--- config.mk ---
export PLATFORM = sky130hd
export DESIGN_NAME = sram_data_ctrl
export DESIGN_NICKNAME = d
export VERILOG_FILES = /design/src/rtl/sram_data_ctrl.sv
export SDC_FILE = /design/constraint.sdc
export NUM_CORES = 1
export LEC_CHECK = 0
export BUFFER_PORTS_ARGS = -buffer_cell sky130_fd_sc_hd__buf_4
export CORE_MARGIN = 2
export CORE_UTILIZATION = 41
export DETAILED_ROUTE_END_ITERATION = 7
export GPL_ROUTABILITY_DRIVEN = 0
export HOLD_SLACK_MARGIN = 0.02
export PLACE_DENSITY = 0.77
export SLEW_MARGIN = 25
export SYNTH_ARGS = -nofsm -noshare
export SYNTH_HDL_FRONTEND = slang
export SYNTH_SLANG_ARGS = --single-unit
--- constraint.sdc ---
create_clock -name CLK -period 2.05 [get_ports CLK]
set_input_delay 0.41 -clock CLK [delete_from_list [all_inputs] [get_ports CLK]]
set_output_delay 0.41 -clock CLK [all_outputs]
set_load 0.1 [all_outputs]
--- src/rtl/sram_data_ctrl.sv ---
// sram_data_ctrl: data-side responder driving an async 32-bit SRAM with a counted strobe window.
// Define SRAM_WRITE_RECOVERY_EN to add a RECOV cycle after writes (WE_N rises before CE/addr/data release).
module sram_data_ctrl #(
   parameter int WAIT_CYCLES = 2,
   parameter int RAM_AW      = 20
) (
   input  logic              CLK,
   input  logic              RST,
   input  logic              SRAM_DATA_CE_I,
   input  logic              SRAM_DATA_WE_I,
   input  logic [3:0]        SRAM_DATA_BE_I,
   input  logic [31:0]       SRAM_DATA_VADDR_I,
   input  logic [31:0]       SRAM_DATA_WDATA_I,
   output logic [31:0]       SRAM_DATA_RDATA_O,
   output logic              SRAM_DATA_DONE_O,
   output logic              STALL_REQ_O,
   output logic [RAM_AW-1:0] RAM_ADDR_O,
   input  logic [31:0]       RAM_DATA_I,
   output logic [31:0]       RAM_DATA_O,
   output logic              RAM_DATA_OE_O,
   output logic [3:0]        RAM_BE_N_O,
   output logic              RAM_CE_N_O,
   output logic              RAM_OE_N_O,
   output logic              RAM_WE_N_O
);
   typedef enum logic [1:0] {
      IDLE,
      ACCESS,
`ifdef SRAM_WRITE_RECOVERY_EN
      RECOV,
`endif
      DONE
   } state_t;
   state_t     state, next;
   logic [3:0] cnt;
   logic [3:0] be;
   logic       write;
   logic       acc;
   logic       rec;
   logic       start;
   logic       unused;
   assign unused = ^{SRAM_DATA_VADDR_I[31:RAM_AW+2], SRAM_DATA_VADDR_I[1:0]};
   assign acc    = state == ACCESS;
   assign start  = state == IDLE && !SRAM_DATA_CE_I;
`ifdef SRAM_WRITE_RECOVERY_EN
   assign rec    = state == RECOV;
`else
   assign rec    = 1'b0;
`endif
   always_ff @(posedge CLK or negedge RST)
      if (!RST) state <= IDLE;
      else      state <= next;
   always_comb begin
      next = state;
      case (state)
         IDLE:    next = SRAM_DATA_CE_I ? IDLE : ACCESS;
`ifdef SRAM_WRITE_RECOVERY_EN
         ACCESS:  next = cnt != 4'd0 ? ACCESS : write ? RECOV : DONE;
         RECOV:   next = DONE;
`else
         ACCESS:  next = cnt != 4'd0 ? ACCESS : DONE;
`endif
         default: next = IDLE;
      endcase
      // reset gates the stall so a held request cannot stall the pipe while RST is low
      STALL_REQ_O      = RST && (start || acc || rec);
      SRAM_DATA_DONE_O = state == DONE;
      RAM_CE_N_O       = !(acc || rec);
      RAM_OE_N_O       = !(acc && !write);
      RAM_WE_N_O       = !(acc && write);
      RAM_DATA_OE_O    = (acc || rec) && write;
      RAM_BE_N_O       = (acc || rec) ? be : 4'hF;
   end
   always_ff @(posedge CLK or negedge RST)
      if (!RST) begin
         RAM_ADDR_O        <= '0;
         RAM_DATA_O        <= '0;
         SRAM_DATA_RDATA_O <= '0;
         be                <= 4'hF;
         write             <= 1'b0;
         cnt               <= 4'd0;
      end else if (start) begin
         RAM_ADDR_O <= SRAM_DATA_VADDR_I[RAM_AW+1:2];
         RAM_DATA_O <= SRAM_DATA_WDATA_I;
         be         <= SRAM_DATA_BE_I;
         write      <= !SRAM_DATA_WE_I;
         cnt        <= 4'(WAIT_CYCLES - 1);
      end else if (acc) begin
         cnt <= cnt - 4'd1;
         if (cnt == 4'd0 && !write) SRAM_DATA_RDATA_O <= RAM_DATA_I;
      end
endmodule

# [Yosys cells after proc, flatten, opt, wreduce, memory -nomap -nowiden]
# Index checks and enable logic that the tools add are counted.
[word_totals] register_bits=95 out_inout_bits=94 word_cells=34
[classes] n_addsub=1 n_eq_ne=2 muxes=6 bitwise=1 n_reduce_logical=17
[ops] operator="$mux W4" n=3
[ops] operator="$logic_not A1 Y1" n=6
[ops] operator="$logic_and A1 B1 Y1" n=5
[ops] operator="$logic_not A4 Y1" n=1
[ops] operator="$pmux W2 S2" n=1
[ops] operator="$reduce_bool A4 Y1" n=1
[ops] operator="$sub A4 B1 Y4 const B" n=1
[ops] operator="$reduce_and A3 Y1" n=1
[ops] operator="$eq A2 B1 Y1 const B" n=1
[ops] operator="$eq A2 B2 Y1 const B" n=1
[ops] operator="$logic_not A2 Y1" n=1
[ops] operator="$mux W2" n=1
[ops] operator="$reduce_bool A2 Y1" n=1
[ops] operator="$logic_or A1 B1 Y1" n=1
[ops] operator="$mux W1" n=1
[ops] operator="$not A1 Y1" n=1

# [Logic depth before layout (Yosys ltp)]
# Gate-level depths: netlist (run 1).
[depth] word_depth=4 ltp_mapped=7 ltp_nobuf=5

# [Least setup slack after synthesis (run 1)]
# No wires, ideal clock.
[synth_timing] path_type="reg-to-output" startpoint="reg state[1]" endpoint="out RAM_DATA_OE_O" arrival_ps=2143 required_time_ps=1640 setup_slack_ps=-503 stages_incl_launch_ff=5 path_cell_list="dfrtp_1 > and2b_1 > buf_6 > nand2_1 > inv_1"
[synth_via] elab_chain_cells=2
[synth_rtl] item="start, declared" line_no="34" text="state_t state, next;"
[synth_rtl] item="start signal, assigned" line_no="52" text="else state <= next;"
[synth_rtl] item="$eq A2 B1 Y1" line_no="43" text="assign acc = state == ACCESS;"
[synth_rtl] item="$logic_and A1 B1 Y1" line_no="71" text="RAM_DATA_OE_O = (acc || rec) && write;"
[synth_rtl] item="end, declared" line_no="20" text="output logic RAM_DATA_OE_O,"
# No other way between the ends.

# [Worst setup path in the final report (run 1)]
[layout_timing] startpoint="reg cnt[0]" endpoint="reg SRAM_DATA_RDATA_O[18]"
[layout_via] elab_chain_cells=3
[layout_rtl] item="start, declared" line_no="35" text="logic [3:0] cnt;"
[layout_rtl] item="start signal, assigned" line_no="87" text="cnt <= 4'(WAIT_CYCLES - 1);"
[layout_rtl] item="start signal, assigned" line_no="89" text="cnt <= cnt - 4'd1;"
[layout_rtl] item="$logic_not A4 Y1" line_no="90" text="if (cnt == 4'd0 && !write) SRAM_DATA_RDATA_O <= RAM_DATA_I;"
[layout_rtl] item="$logic_and A1 B1 Y1" line_no="90"
[layout_rtl] item="$reduce_and A3 Y1 (no source line)"
[layout_rtl] item="end signal, assigned" line_no="78" text="SRAM_DATA_RDATA_O <= '0;"
[layout_rtl] item="end signal, assigned" line_no="90"
[layout_rtl] item="end, declared" line_no="14" text="output logic [31:0] SRAM_DATA_RDATA_O,"
# No other way between the ends.
# A chain may end at the register's enable or synchronous reset.

==> results of run 1 <==
[cells in the final DEF (no fill, tap or decap), types with 2 or more instances in the layout]
cell,n
inv_1,2
clkinvlp_4,3
nor2_1,3
ha_1,2
nand3b_1,2
dfstp_2,4
o22ai_1,2
nand2_1,4
buf_12,3
bufinv_16,2
buf_4,191
dfrtp_1,91
mux2_2,58
mux2_4,30
nand2b_1,5
clkbuf_8,11
[metrics by stage]
step | cells | setup TNS, ns | utilization
floorplan | 228 | -0.0812 | -
global placement | 524 | -0.627 | 0.589
detailed placement | 524 | -1.15 | 0.589
CTS | 541 | 0 | 0.618
global route | 541 | 0 | 0.619
finish | 541 | 0 | 0.619
[how the worst max path moves through the flow]
stage | from | to | slack [ns] | cells past startpoint
6_report | cnt[0]$_DFFE_PN0P_ | SRAM_DATA_RDATA_O[18]$_DFFE_PN0P_ | 0.06 | 6
5_1_grt | state[1]$_DFF_PN0_ | STALL_REQ_O | 0.006 | 4
4_1_cts | state[1]$_DFF_PN0_ | RAM_DATA_OE_O | 0.008 | 5
3_5_place_dp | cnt[0]$_DFFE_PN0P_ | SRAM_DATA_RDATA_O[18]$_DFFE_PN0P_ | -0.05 | 6
3_3_place_gp | cnt[0]$_DFFE_PN0P_ | SRAM_DATA_RDATA_O[19]$_DFFE_PN0P_ | -0.02 | 6
2_1_floorplan | state[0]$_DFF_PN0_ | RAM_DATA_OE_O | -0.08 | 4
[flip-flops by register name (all words and copies together) (netlist names)]
name / count
be: 4
write: 1
SRAM_DATA_RDATA_O: 32
state: 2
cnt: 4
RAM_ADDR_O: 20
RAM_DATA_O: 32
[final cells by class]
cell class | count | area (µm²) | area share
flip-flops and latches | 95 | 2380 | 0.422
repair buffers | 197 | 1550 | 0.274
multi-input cells | 118 | 1320 | 0.234
clock buffers | 11 | 151 | 0.0268
well taps | 111 | 139 | 0.0246
clock inverters | 5 | 80.1 | 0.0142
inverters | 4 | 21.3 | 0.00377
[metal layers]
layer	up-vias	wire (µm)	track usage
met3	11	635	0.0481
met4	0	100	0.0506
li1	1189	-	-
met5	-	0	0
met2	101	4110	0.267
met1	1240	3370	0.208
[critical path, delay by kind of cell, from the launching register on]
family | cells | cell delay (ns)
simple gates | 2 | 0.77
mux | 1 | 0.30
fa+ha+maj | 1 | 0.14
flops | 1 | 0.40
buf+inv | 2 | 0.27
[logic make-up after synthesis]
family / count (synthesis) / share of synthesized area
XOR/XNOR: 2 / 0.00464
adder cells (fa/ha/maj): 2 / 0.00662
flip-flops: 95 / 0.631
buffers and inverters: 15 / 0.0255
multiplexers: 88 / 0.292
AO/OA/AOI/OAI: 5 / 0.00861
AND/OR/NAND/NOR: 21 / 0.0318
[timing repair]
action,CTS,global route
cloned,1,0
gates resized for setup,2,4
endpoints found under the setup margin,32,6
==> flow_summary_export.csv, run 1 <==
group,metric,value,unit
yosys,synth_most_common_cell,"dfrtp_1",
clock_tree,cts_buffers,9,
setup_path,crit_type,"flop to flop",
yosys,synth_cell_types,26,
setup_path,cp.arrival,2.22,ns
die,die_x,100,µm
clock_tree,clk_pin_slew,0.09,ns
yosys,syn_inst,228,
route,wl_per_cell,15.2,µm
sta,slew_violations,0,
route,drt_wl_total,8220,µm
grt,grt_pass1_vias,2639,
clock_tree,root_buffer,"clkbuf_8",
setup_path,required,2.28,ns
sta,maxSlewHeadroom,0.674,
die,die_h,100,µm
clock_tree,htree_levels,3,
yosys,seq_area_frac_synth,0.631,
setup_path,r2r_end,"SRAM_DATA_RDATA_O[18]$_DFFE_PN0P_",
yosys,ys_async_sr_fraction,1.00,
clock_tree,clk_latency,0.35,ns
placed_design,port_buffers,185,
sta,setup_viol,0,
die,core-area,0.00911,mm²
yosys,yosysWarningCount,0,
clock_tree,cts_setup_buffers,0,
grt,grt_max_degree,96,
sta,fin_crit,1.99,ns
sta,worstMarginPinSlew,0.489,ns
setup_path,reg2reg_slack,0.06,ns
sta,rsz0062_at_grt,"no",
setup_path,critical_path.cell_chain,"inv_1 > ha_1 > or3b_4 > or3_4 > buf_12 > mux2_4",
sta,max_freq,502,MHz
worst_hold_path,min_path_type,"input port to async pin",
yosys,synth_area,0.00378,mm²
final_layout,fin_area,0.00564,mm²
yosys,ys.flop_type,"dfrtp_1",
final_layout,antenna_cells,0,
yosys,netlist.area_leader.share,0.603,
grt,grt_antenna_before_repair,0,
final_layout,area_delta_synth_final,49.3,%
clock_tree,cts_num_sinks,95,
grt,grt_pass1_wl,12700,µm
grt,grt.overflow.total,0,
clock_tree,cts_tree,"done",
route,drt_iter0_drc,61,
sta,fin_crit_sh,0.972,
die,initial_core_util,0.415,
yosys,synth_enable_flop_cells,0,
setup_path,critPathMaxStageDelay,0.40,ns
grt,track_usage,0.162,
yosys,netlist.top_cell.by_area,"dfrtp_1",
yosys,ys_ff_latch,95,
sta,hold_violations,0,
route,vias,2541,
clock_tree,clock_path_buffers,2,
sta,whs,0.137,ns
die,die_area,0.0100,mm²
setup_path,r2r_start,"cnt[0]$_DFFE_PN0P_",
setup_path,critPathLaunchType,"flop",
setup_path,rr_worst_depth,6,
outcome,status,"finished, final reports clean",
placed_design,postPlaceCellArea,0.00536,mm²
final_layout,n_fill_cell,736,
route,drc,0,
route,firstDrtPassIters,4,
sta,fin_skew,0.0115,ns
final_layout,nNetsFinal,531,
yosys,avgSynthCellArea,16.6,µm²
clock_tree,cts_hold_buf,0,
setup_path,endpoint_kind,"flop",
setup_path,worstPathMaxFanout,16,
placed_design,pre_cts_slack,-0.0479,ns
die,rows,35,
yosys,yosys-top-cells-area,"dfrtp_1 (60%), mux2_2 (17%), mux2_4 (12%)",
setup_path,slowest_stage,"dfrtp_1",
placed_design,dp.final_hpwl,5800,µm
sta,timing.final.ws_setup,0.0577,ns
yosys,ys_top_cells_by_count,"dfrtp_1 (91), mux2_2 (58), mux2_4 (30)",
die,io_pins,198,
final_layout,drive_gt1_frac,0.728,
route,viasPerCell,4.70,
route,antenna_left,0,
job,drv_cap,0,
yosys,synth_fp_nets,334,
Power of run 1 is left out: the tool's default activity adds up to more than one toggle a clock period on the data nets, which glitch-free logic cannot reach.
==> inputs of run 2 (changes only) <==
--- a/config.mk
+++ b/config.mk
@@ -6,12 +6,14 @@
 export NUM_CORES = 1
 export LEC_CHECK = 0
 export BUFFER_PORTS_ARGS = -buffer_cell sky130_fd_sc_hd__buf_4
+export CAP_MARGIN = 20
 export CORE_MARGIN = 2
-export CORE_UTILIZATION = 41
+export CORE_UTILIZATION = 42
+export CTS_BUF_LIST = sky130_fd_sc_hd__clkbuf_8
 export DETAILED_ROUTE_END_ITERATION = 7
 export GPL_ROUTABILITY_DRIVEN = 0
 export HOLD_SLACK_MARGIN = 0.02
-export PLACE_DENSITY = 0.77
+export PLACE_DENSITY_LB_ADDON = 0.15
 export SLEW_MARGIN = 25
 export SYNTH_ARGS = -nofsm -noshare
 export SYNTH_HDL_FRONTEND = slang
==> run 2 against run 1 <==
First-iteration DRC count down 4.9%. Clock skew about the same. Largest cell class unchanged. Sequential share of layout area up 0.52 points. Core utilization up 2.0 points. Critical path depth down 2. Via count down 0.87%. Sequential cell count unchanged. Fmax up 1.0%. Setup slack better by 0.020 ns. Hold slack worse by 0.011 ns. Non-clock buffer count up 1. Final cell count down 0.37%.
==> flow_summary_export.csv, run 2 (synthesis gave the netlist of run 1 again) <==
group,metric,value,unit
die,rows,34,
sta,fin_skew,0.0111,ns
placed_design,dp.final_hpwl,5800,µm
route,top_layer,"met4",
route,drc,0,
grt,grt_antenna_before_repair,0,
final_layout,largest_registers,"RAM_DATA_O: 32 flops, SRAM_DATA_RDATA_O: 32 flops, RAM_ADDR_O: 20 flops",
grt,grt_pass1_wl,13200,µm
setup_path,cpLargestDelayFamily,"flip-flops",
final_layout,fin_area,0.00557,mm²
final_layout,fin_cells,539,
setup_path,crit_type,"flop to output pin",
setup_path,critPathMaxStageDelay,0.42,ns
placed_design,port_buffers,185,
sta,rsz0062_at_grt,"no",
route,dr_wl_met2,4140,µm
grt,track_usage,0.171,
setup_path,critPathLaunchType,"flop",
route,firstDrtPassIters,4,
clock_tree,clock_path_buffers,2,
worst_hold_path,min_path_type,"input port to async pin",
sta,fin_crit_sh,0.962,
die,core-area,0.00872,mm²
sta,worstMarginPinSlew,0.490,ns
grt,grt.overflow.total,0,
route,drt_iter0_drc,58,
setup_path,reg2reg_slack,0.10,ns
clock_tree,cts_buffers,9,
setup_path,worstPathMaxFanout,9,
route,wl_per_cell,15.1,µm
setup_path,slowest_stage,"dfrtp_1",
sta,slew_violations,0,
sta,max_freq,507,MHz
final_layout,final_cell_mix,"buf_4 (192), dfrtp_1 (91), mux2_2 (58)",
sta,hold_violations,0,
clock_tree,clk_latency,0.36,ns
setup_path,cp.arrival,1.56,ns
final_layout,utilization,0.639,
clock_tree,htree_levels,3,
clock_tree,clk_pin_slew,0.10,ns
grt,grt_pass1_vias,2639,
setup_path,worst-path-stages,4,
final_layout,drive_gt1_frac,0.726,
setup_path,r2r_start,"cnt[1]$_DFFE_PN0P_",
clock_tree,cts_num_sinks,95,
sta,maxSlewHeadroom,0.673,
sta,fin_crit,1.97,ns
setup_path,cp_num_buf_inv,2,
clock_tree,root_buffer,"clkbuf_8",
outcome,status,"finished, final reports clean",
placed_design,dp.cells,521,
die,die_area,0.00977,mm²
die,io_pins,198,
route,met1_length,3210,µm
route,vias,2519,
route,viasPerCell,4.67,
setup_path,r2r_end,"SRAM_DATA_RDATA_O[22]$_DFFE_PN0P_",
die,die_x,98.8,µm
die,die_h,98.8,µm
setup_path,required,1.64,ns
final_layout,nNetsFinal,532,
grt,grt_max_degree,96,
route,wl_met3,622,µm
clock_tree,cts_hold_buf,0,
clock_tree,cts_tree,"done",
setup_path,endpoint_kind,"output pin",
final_layout,area_delta_synth_final,47.5,%
job,drv_cap,0,
setup_path,critical_path.cell_chain,"and2b_2 > buf_6 > o21a_2 > buf_8",
sta,setup_viol,0,
final_layout,layout_commonest_cell,"buf_4",
die,initial_core_util,0.433,
setup_path,rr_worst_depth,6,
final_layout,antenna_cells,0,
route,antenna_left,0,
placed_design,postPlaceCellArea,0.00535,mm²
route,drt_wl_total,8150,µm
## run 2: routing by layer
| metal | up-vias | GRT usage |
|---|---|---|
| met2 | 97 | 0.277 |
| met1 | 1225 | 0.216 |
| li1 | 1184 | - |
| met4 | 0 | 0.0748 |
| met3 | 13 | 0.0468 |
| met5 | - | 0 |
## run 2: layout make-up
| type | count | area, µm² |
|---|---|---|
| well taps | 108 | 135 |
| fillers | 685 | 3150 |
| flip-flops and latches | 95 | 2380 |
| clock buffers | 10 | 138 |
| repair buffers | 198 | 1530 |
| clock inverters | 6 | 43.8 |
| multi-input cells | 118 | 1320 |
| inverters | 4 | 21.3 |
## run 2: worst max-delay path by stage
stage	startpoint	end
final	state[1]$_DFF_PN0_	STALL_REQ_O
after global routing	cnt[1]$_DFFE_PN0P_	SRAM_DATA_RDATA_O[21]$_DFFE_PN0P_
after CTS	state[1]$_DFF_PN0_	RAM_DATA_OE_O
after detailed placement	cnt[1]$_DFFE_PN0P_	SRAM_DATA_RDATA_O[14]$_DFFE_PN0P_
after global placement	cnt[0]$_DFFE_PN0P_	SRAM_DATA_RDATA_O[8]$_DFFE_PN0P_
after floorplan	state[0]$_DFF_PN0_	RAM_DATA_OE_O
## run 2: per-stage QoR
| step | setup TNS, ns | hold WS [ns] | setup WS, ns |
|---|---|---|---|
| after global routing | 0 | 0.157 | 0.00147 |
| after global placement | 0 | 0.490 | 0.0272 |
| final | 0 | 0.126 | 0.0774 |
| after CTS | 0 | 0.126 | 0.0134 |
| after detailed placement | 0 | 0.496 | 0.00252 |
| after floorplan | -0.0812 | 0.114 | -0.0812 |
## run 2: repair_timing
action / CTS / global route
gates resized for setup: 6 / 2
endpoints found under the hold margin: 0 / 0
pin swaps: 0 / 1
buffers inserted: 0 / 2
setup endpoints to repair: 5 / 6
Power of run 2 is left out for the same reason.
